**src/rtl/pad_stimulus_sequencer.sv**
```systemverilog
// Pad stimulus sequencer: drives one host vector onto the input pads, holds it
// for a settle period, then waits for the sensed output pads to read the same
// value on two consecutive cycles (or gives up after MAX_EXT extra cycles) and
// returns the sampled levels as one result per vector.
module pad_stimulus_sequencer #(
    parameter int unsigned       NIN         = 8,
    parameter int unsigned       NOUT        = 8,
    parameter int unsigned       SETTLE_W    = 8,
    parameter int unsigned       MAX_EXT     = 16,
    parameter logic [NIN-1:0]    RESET_DRIVE = '0
) (
    input  logic                eclk,
    input  logic                erst,
    input  logic [SETTLE_W-1:0] settle_cycles,
    input  logic                in_valid,
    output logic                in_ready,
    input  logic [NIN-1:0]      in_pins,
    output logic [NIN-1:0]      pin_drive,
    input  logic [NOUT-1:0]     pin_sense,
    output logic                out_valid,
    input  logic                out_ready,
    output logic [NOUT-1:0]     out_pins,
    output logic                out_unstable,
    output logic [15:0]         tx_count
);

    localparam int unsigned EXT_W = $clog2(MAX_EXT + 1);

    typedef enum logic [1:0] {
        IDLE,
        SETTLE,
        CHECK,
        REPORT
    } state_t;

    state_t              state;
    logic [SETTLE_W-1:0] cnt;
    logic [EXT_W-1:0]    ext;
    logic [NOUT-1:0]     prev;

    // Sequencer FSM with every output held in a register.
    // out_valid rises one cycle after REPORT is entered, so the result
    // handshake is only honoured once out_valid is actually visible.
    always_ff @(posedge eclk or negedge erst) begin
        if (!erst) begin
            state        <= IDLE;
            in_ready     <= 1'b1;
            pin_drive    <= RESET_DRIVE;
            out_valid    <= 1'b0;
            out_pins     <= '0;
            out_unstable <= 1'b0;
            tx_count     <= '0;
            cnt          <= '0;
            ext          <= '0;
            prev         <= '0;
        end else begin
            case (state)
                IDLE: begin
                    if (in_valid) begin
                        pin_drive <= in_pins;
                        cnt       <= (settle_cycles == '0) ? SETTLE_W'(1) : settle_cycles;
                        in_ready  <= 1'b0;
                        state     <= SETTLE;
                    end
                end
                SETTLE: begin
                    cnt <= cnt - SETTLE_W'(1);
                    if (cnt == SETTLE_W'(1)) begin
                        prev  <= pin_sense;
                        ext   <= '0;
                        state <= CHECK;
                    end
                end
                CHECK: begin
                    if (pin_sense == prev) begin
                        out_pins     <= pin_sense;
                        out_unstable <= 1'b0;
                        state        <= REPORT;
                    end else begin
                        prev <= pin_sense;
                        ext  <= ext + EXT_W'(1);
                        if (ext == EXT_W'(MAX_EXT - 1)) begin
                            out_pins     <= pin_sense;
                            out_unstable <= 1'b1;
                            state        <= REPORT;
                        end
                    end
                end
                REPORT: begin
                    if (!out_valid) begin
                        out_valid <= 1'b1;
                    end else if (out_ready) begin
                        out_valid <= 1'b0;
                        tx_count  <= tx_count + 16'd1;
                        in_ready  <= 1'b1;
                        state     <= IDLE;
                    end
                end
                default: begin
                    state    <= IDLE;
                    in_ready <= 1'b1;
                end
            endcase
        end
    end

endmodule
```
**config.mk**
```make
export PLATFORM = sky130hd
export DESIGN_NAME = pad_stimulus_sequencer
export DESIGN_NICKNAME = d
export VERILOG_FILES = /design/src/rtl/pad_stimulus_sequencer.sv
export SDC_FILE = /design/constraint.sdc
export NUM_CORES = 1
export LEC_CHECK = 0
export ABC_AREA = 1
export CORE_AREA = 5 5 83 85
export DETAILED_ROUTE_END_ITERATION = 6
export DIE_AREA = 0 0 88 90
export HOLD_SLACK_MARGIN = 0.03
export PLACE_DENSITY = 0.8
export SETUP_SLACK_MARGIN = 0.4
export SYNTH_ARGS = -nofsm -noshare
export SYNTH_HDL_FRONTEND = slang
export SYNTH_SLANG_ARGS = --single-unit
```
**constraint.sdc**
```tcl
create_clock -name eclk -period 2.1 [get_ports eclk]
set_clock_uncertainty 0.2 [all_clocks]
set_input_delay 0.21 -clock eclk [delete_from_list [all_inputs] [get_ports eclk]]
set_output_delay 0.21 -clock eclk [all_outputs]
set_load 0.03 [all_outputs]
```
Yosys cells after proc, flatten, opt, wreduce, memory -nomap -nowiden
Cells that the tools add are included.
Word-level totals
  register bits after elaboration: 58
  output and inout bits: 35
  bits of input ports: 28
Operators by class
  add/subtract/negate cells: 3
  reduce and logical (&&, ||, !) cells: 13
  multiplexer cells: 26
  equality and inequality tests: 12
Operators by type and width (number)
  $mux 8: 6
  $pmux 8 s2: 2
  $add 16x1->16 const B: 1
  $mux 2: 6
  $mux 5: 2
  $ne 2x2->1 const B: 5
  $pmux 5 s2: 1
  $eq 8x1->1 const B: 1
  $eq 8x8->1: 1
  $logic_not 8->1: 1
  $pmux 2 s4: 1
  $reduce_bool 2->1: 4
  $sub 8x1->8 const B: 1
  $mux 1: 7
  $reduce_and 2->1: 3
  $reduce_and 3->1: 2
  $add 5x1->5 const B: 1
  $eq 5x4->1 const B: 1
  $reduce_and 5->1: 1
  $eq 2x2->1 const B: 2
  $reduce_and 4->1: 1
  $ne 3x3->1 const B: 1
  $eq 2x1->1 const B: 1
  $logic_not 2->1: 1
  $pmux 1 s2: 1

Depth between registers and ports, before layout
  depth in word-level cells: 4
  gate-level depth with buffers: 12
  depth with buffers taken out: 11

Worst setup path after synthesis
Ideal clock, no wire load.
  kind: register -> register
  start point: reg tx_count[1]
  end point: reg tx_count[10]
  data required time: 1819 ps
  slack: 237 ps
  setup time: 81 ps
  arrival time: 1582 ps
  stages on the path, launching flop included: 9
  buffers on the path: 0
  cells stage by stage: dfrtp_1 ha_1 inv_1 nor2_2 nand3_1 nor2_2 nand2_1 nor2_2 xor2_1
Between the ends
  longest elaborated chain between the ends: 1
RTL lines
  start: declaration: line 24  | output logic [15:0] tx_count
  start signal: assignment: line 94  | tx_count <= tx_count + 16'd1;
  $add 16x1->16: line 94
Every way passes these cells.
A chain may end at the register's enable or synchronous reset.

Final worst setup path
  start point: reg state[1]
  end point: reg cnt[4]
Between the ends
  longest elaborated chain between the ends: 3
RTL lines
  start: declaration: line 36  | state_t state;
  start signal: assignment: line 46  | state <= IDLE;
  start signal: assignment: line 63  | state <= SETTLE;
  start signal: assignment: line 71  | state <= CHECK;
  $eq 2x1->1 or $logic_not 2->1 (tied branches): line 57  | case (state)
  $reduce_bool 2->1 (no line) or $ne 2x2->1 (tied branches)
  $reduce_and 2->1 (no line)
  end signal: assignment: line 61  | cnt <= (settle_cycles == '0) ? SETTLE_W'(1) : settle_cycles;
  end signal: assignment: line 67  | cnt <= cnt - SETTLE_W'(1);
  end: declaration: line 37  | logic [SETTLE_W-1:0] cnt;
Parallel ways exist; a longest one is shown, timed or not.

==> impl_metrics.ini <==
[status]
status = finished clean

[pwr]
p_leak_nw = 2.23
peakVddDrop_mv = 0.831
cellPowerDensity_nw_per_um2 = 1260

[yosys]
synth_edf_count = 0
ys_warn_count = 0
synth_common_cells = nand2_1, dfrtp_1, inv_1
yosys.area.top_type = dfrtp_1
syn-num-nets = 409
yosysMostFrequentCell = nand2_1
synth_ff_type = dfrtp_1
synth_cells = 372
synth.area.top_cells = dfrtp_1, nand2_1, inv_1, nand3_1, ha_1
yosysTopAreaCellShare_pct = 47.4
synth-async-reset-ratio_pct = 100
synth_area_um2 = 3010
ys_seq_area_share_pct = 48.3
synth_seq_cells = 58
synthDistinctLibCells = 30
syn_avg_cell_area_um2 = 8.09

[route]
drtIter0Drc = 91
drc = 0
via_per_inst = 4.95
dr.pass1.iters = 4
wire_per_inst_um = 13.0
drtAntennaViolNets = 0
drt-total-wl_um = 7170
via_count = 2739

[floorplanning]
dieArea_um2 = 7920
coreArea_um2 = 6130
start_util_pct = 49.1
dieWidth_um = 88
die_height_um = 90
rows = 29
io_pins = 63

[run]
cap_violations = 0

[timing]
fin_tns_setup_ns = 0
worstMarginPinSlew_ns = 0.457
relSlewSlack_pct = 69.5
fin_crit_sh_pct = 81.9
whs_ns = 0.0361
hold_viol_final = 0
drv_slew = 0
layout_min_cycle_time_ns = 1.72
setup_viol = 0
rsz0062_at_grt = true
finalWorstSetupSlack_ns = 0.379
timing.fmax_mhz = 581

[finish]
nNetsFinal = 508
area_growth_pct = 44.2
final_cells = 553
drive_gt1_share_pct = 22.7
antenna_cells = 0
fillers = 491

[clocking]
cts_tree = built
clockBufferDepth = 2
path_clk_slew_ns = 0.06
numCtsBuffers = 9
ctsHtreeMaxLevel = 3
clock_sinks = 58
clkLatencyLatePin_ns = 0.34
cts-root-buf = clkbuf_8

[worst_setup_path]
reg2reg_from = state[1]$_DFFE_PN0P_
worstSetupStartpoint = state[1]$_DFFE_PN0P_
crit_type = flop to flop
r2r_cells = 7
critPathCapture = cnt[4]$_DFFE_PN0P_
crit_fanout = 6
cp-end-kind = flop
cp.required_ns = 2.12
crit_arrival_ns = 1.74
cp-start-kind = flop
r2r_end = cnt[4]$_DFFE_PN0P_
r2r_slack_ns = 0.38

[placement]
place.gp.congestion = 0.849
port_buffers = 62
hpwl_um = 4810
pre_cts_ws_ns = 0.104
dp_cells = 513

[global_routing]
grt_usage_pct = 17.7
antenna_found_initial = 0
grt-ovfl-total = 0
grt_max_degree = 28
grt_pass1_vias = 2616
grt_pass1_wl_um = 11200

[min_path]
hold_path_class = input port to flop
==> repair_timing <==
action / in CTS / in global routing
hold buffers: 1 / 0
pin swaps: 3 / 18
resized for setup: 59 / 45
setup buffers: 4 / 17
setup endpoints to repair: 71 / 43
gates cloned: 1 / 1
hold endpoints to repair: 43 / 0
==> metrics by stage <==
stage | area [µm²] | power (mW) | util (%)
6_report | 4340 | 5.44 | 70.7
5_1_grt | 4340 | 5.81 | 70.7
4_1_cts | 4070 | 5.08 | 66.3
3_5_place_dp | 3780 | 3.92 | 61.6
3_3_place_gp | 3780 | 3.86 | 61.6
2_1_floorplan | 3030 | 3.19 | -
==> cell families (layout without fill, tap and decap cells) <==
| logic type | Yosys count | in the layout | share of synthesized area [%] |
|---|---|---|---|
| AOI/OAI and AO/OA | 36 | 36 | 6.49 |
| adders and majority gates | 9 | 9 | 3.74 |
| DFF | 58 | 58 | 48.3 |
| and+or+nand+nor | 200 | 201 | 29.0 |
| xor gates and xnor gates | 20 | 20 | 5.82 |
| buffers and inverters | 49 | 152 | 6.70 |
==> power by group <==
| part | internal (mW) | switching (mW) | leakage, nW |
|---|---|---|---|
| logic | 1.05 | 1.54 | 1.38 |
| registers | 1.48 | 0.306 | 0.749 |
| clock network | 0.644 | 0.427 | 0.107 |
| total | 3.17 | 2.28 | 2.23 |
==> worst max-delay path, cell delays in order (launching register included) <==
cell and delay (ns):
dfrtp_2 0.44, inv_2 0.09, ha_2 0.20, inv_2 0.09
o21ai_4 0.19, buf_4 0.15, nand2_1 0.05, a22o_1 0.20
==> how the worst min path moves through the flow <==
stage | from | cells after the start | end
2_1_floorplan | erst | 0 | cnt[0]$_DFFE_PN0P_
3_3_place_gp | erst | 1 | cnt[1]$_DFFE_PN0P_
3_5_place_dp | erst | 1 | cnt[1]$_DFFE_PN0P_
4_1_cts | erst | 2 | cnt[1]$_DFFE_PN0P_
5_1_grt | pin_sense[2] | 3 | prev[2]$_DFFE_PN0P_
6_report | pin_sense[2] | 3 | prev[2]$_DFFE_PN0P_
==> layout by cell type (no fill, tap or decap), types with 2 or more instances in the layout <==
master	count
o22ai_1	3
buf_6	5
clkbuf_8	12
xor2_1	12
o31ai_1	2
dlygate4sd2_1	33
nand4_1	2
nand3_4	4
inv_2	11
nand3_2	2
dfrtp_2	4
a21oi_1	6
nand2_1	122
nor3_1	4
ha_1	2
clkdlybuf4s50_1	25
nand2_8	3
clkbuf_2	2
dfrtp_1	53
buf_4	26
inv_1	28
nor2_1	17
nor2_2	6
nand3_1	24
nor2_4	5
nand2_2	10
clkbuf_1	2
o21ai_0	12
o21ai_2	2
o21ai_1	8
ha_2	3
ha_4	4
xnor2_1	8
==> area by class of cell <==
class | instances | area, µm² | share of cell area (%)
Clock inverter | 2 | 35.0 | 0.808
Timing Repair Buffer | 95 | 848 | 19.6
Multi-Input combinational cell | 266 | 1570 | 36.1
Inverter | 41 | 160 | 3.69
Tap cell | 77 | 96.3 | 2.22
Clock buffer | 14 | 173 | 3.98
Sequential cell | 58 | 1460 | 33.6
==> sequential cells by signal (all words and copies together), names as in the netlist <==
register and flops:
tx_count 16, cnt 8, out_pins 8, pin_drive 8
prev 8, ext 5, state 2, in_ready 1
out_unstable 1, out_valid 1
==> per-layer routing <==
layer	wire length [µm]	vias to the layer above	GRT usage (%)
met2	3550	72	29.9
li1	-	1366	-
met3	424	16	4.48
met1	3040	1285	20.9
met4	157	0	7.42
met5	0	-	0
No activity file was read; power rests on OpenSTA's default activity.
==> RTL change (same settings) <==
Encoding of `state_t`: now one-hot (4 bits for 4 states).
--- a/src/rtl/pad_stimulus_sequencer.sv
+++ b/src/rtl/pad_stimulus_sequencer.sv
@@ -26,11 +26,11 @@
 
     localparam int unsigned EXT_W = $clog2(MAX_EXT + 1);
 
-    typedef enum logic [1:0] {
-        IDLE,
-        SETTLE,
-        CHECK,
-        REPORT
+    typedef enum logic [3:0] {
+        IDLE   = 4'b0001,
+        SETTLE = 4'b0010,
+        CHECK  = 4'b0100,
+        REPORT = 4'b1000
     } state_t;
 
     state_t              state;
Behaviour: same outputs for any inputs over 10 cycles, from zero or initial values and one cycle with erst low; not proved beyond that.
==> RTL change against the original RTL <==
Die area did not move. Sequential cell count rose by 2. Count of clock-buffer cells in the layout fell by 3. Cell area did not move. Area after synthesis rose by 4.9%. Worst setup slack got worse by 0.031 ns. Routed wire length rose by 15%. Largest cell class unchanged.
Power is not compared: it rests on default switching activity, and its combinational part moved more than twofold at a synthesized area within 25%.
==> RTL change: results (changes against the original RTL) <==
- First-pass GRT wire length: 13200 um (+17%)
- Synth area leaders: dfrtp_1 46%, nand2_1 18%, nand3_1 6.7%
- Leakage: 0.00226 uW
- Post-synth EDFFs: 0 (unchanged)
- Antenna violations before repair: 0 (unchanged)
- CP max FO: 6 (unchanged)
- Met3 Resource Use GR: 5.48% (+1.0 points)
- Met2 usage: 35.4% (+5.5 points)
- Largest net degree at the start of global routing: 31 (+11%)
- Max Transition Viols Final: 0 (unchanged)
- Overall routing resource usage: 21.0% (+3.4 points)
- Type of the most critical hold path: in2reg
- 1st-pass router iterations: 4 (unchanged)
- Status: completed
- Worst reg2reg path depth: 8 (+1)
- VDD IR-drop max: 0.371 mV
- Synth async-reset ratio: 100% (unchanged)
- Vias/cell: 5.24 (+5.9%)
- Post-Syn Nets: 442 (+8.1%)
- Max frequency: 571 MHz (-1.8%)
- Setup tns final: 0 ns (unchanged)
- Clk slew on worst S/H paths: 0.06 ns (about the same)
- Final Net Count: 533 (+4.9%)
- Syn_area_per_cell: 7.72 sq um (-4.6%)
- Sequential fraction of the synthesis area: 47.7% (-0.63 points)
- Placed cells: 548 (+6.8%)
- Vias in the first global route: 2977 (+14%)
- WL/cell: 14.2 um (+9.4%)
- 1st-iter DRT viols: 135 (+48%)
- Register-to-register setup slack: 0.35 ns (-0.03 ns)
- Largest register FFs: 16 (unchanged)
- Root Buffer: clkbuf_8
- Crit. End Element: register
- Commonest cells post-synth: 154 x nand2_1, 58 x dfrtp_1, 42 x nand3_1, 39 x inv_1, 26 x nor2_1
- Antenna cells: 0 (unchanged)
- Fin cells: 582 (+5.2%)
- Post-DP HPWL: 5760 um (+20%)
- H-tree depth: 3 (unchanged)
- Worst Setup SP: state[0]$_DFFE_PN1P_
- Die width: 88 um (unchanged)
- Worst-Skew Late Latency: 0.34 ns (about the same)
- Dpl ws: -0.00575 ns (-0.110 ns)
- Worst slew pin tran: 0.525 ns (+0.0674 ns)
- Share of post-route cells with drive strength above 1: 17.2% (-5.5 points)
- Most flops, register: tx_count
- Unique cell type count in the Yosys netlist: 31 (+3.3%)
- Yosys warning count: 0 (unchanged)
- Met1 usage: 24.8% (+3.9 points)
- IO buf count: 62 (unchanged)
- Num CTS Buffers: 9 (unchanged)
- Post-synth top area cell: dfrtp_1
- CTS Buffer Depth: 2 (unchanged)
- Worst reg2reg endpoint: prev[4]$_DFFE_PN0P_
- Final Wtd Congestion: 0.840 (-1.1%)
## RTL change: worst max-delay path: stages, from the launching register on
cell,delay [ns]
dfstp_2,0.58
nor3_4,0.06
buf_6,0.12
inv_4,0.11
nor2_4,0.05
nor2_4,0.22
buf_6,0.17
nand3_1,0.10
nand2_1,0.09
## RTL change: final cells by class
cell class	instances	area, sq um
Clock buffer	11	131
Sequential cell	60	1510
Multi-Input combinational cell	297	1570
Fill cell	468	1790
Inverter	44	168
Clock inverter	5	52.6
Timing Repair Buffer	88	811
Tap cell	77	96.3
## RTL change: kinds of logic (layout without fill, tap and decap cells)
group | after synthesis | count (layout) | share of synthesized area [%]
AND/OR/NAND/NOR | 253 | 254 | 35.1
flip-flops | 60 | 60 | 47.7
buffers and inverters | 53 | 148 | 7.02
AO/OA/AOI/OAI | 21 | 21 | 3.57
XOR/XNOR | 17 | 17 | 4.72
adder cells (fa/ha/maj) | 5 | 5 | 1.98
## RTL change: repair_timing
action	CTS	global route
hold endpoints to repair	19	0
setup endpoints to repair	63	42
gates cloned	0	2
pin swaps	3	14
setup buffers	7	8
hold buffers	1	0
resized for setup	44	42
## RTL change: report_power, final
part | switching (uW) | internal (uW)
clock network | 450 | 542
registers | 5.19 | 1170
logic | 80.4 | 69.4
## RTL change: stage by stage
step                instance area (sq um)  utilization (%)  hold slack [ns]  total power (uW)
global placement                     3900             63.6          0.00677              1340
CTS                                  4130             67.4            0.181              2330
floorplan                            3160                -           -0.286              1230
global route                         4340             70.7           0.0337              2400
detailed placement                   3900             63.6           0.0110              1340
finish                               4340             70.7           0.0253              2310
## RTL change: per-layer routing
metal	share of wire [%]	vias to the layer above
li1	-	1485
met1	40	1451
met2	53	102
met3	6.1	14
met4	1.5	0
met5	0	-
## RTL change: worst min path at each step
stage                             from                 endpoint  slack, ns  depth (start not counted)
final                     pin_sense[1]      prev[1]$_DFFE_PN0P_       0.03                          3
after global routing      pin_sense[1]      prev[1]$_DFFE_PN0P_       0.03                          3
after CTS                         erst  tx_count[2]$_DFFE_PN0P_       0.18                          2
after detailed placement          erst  tx_count[2]$_DFFE_PN0P_       0.01                          1
after global placement            erst  tx_count[2]$_DFFE_PN0P_      0.007                          1
after floorplan                   erst       cnt[0]$_DFFE_PN0P_      -0.29                          0
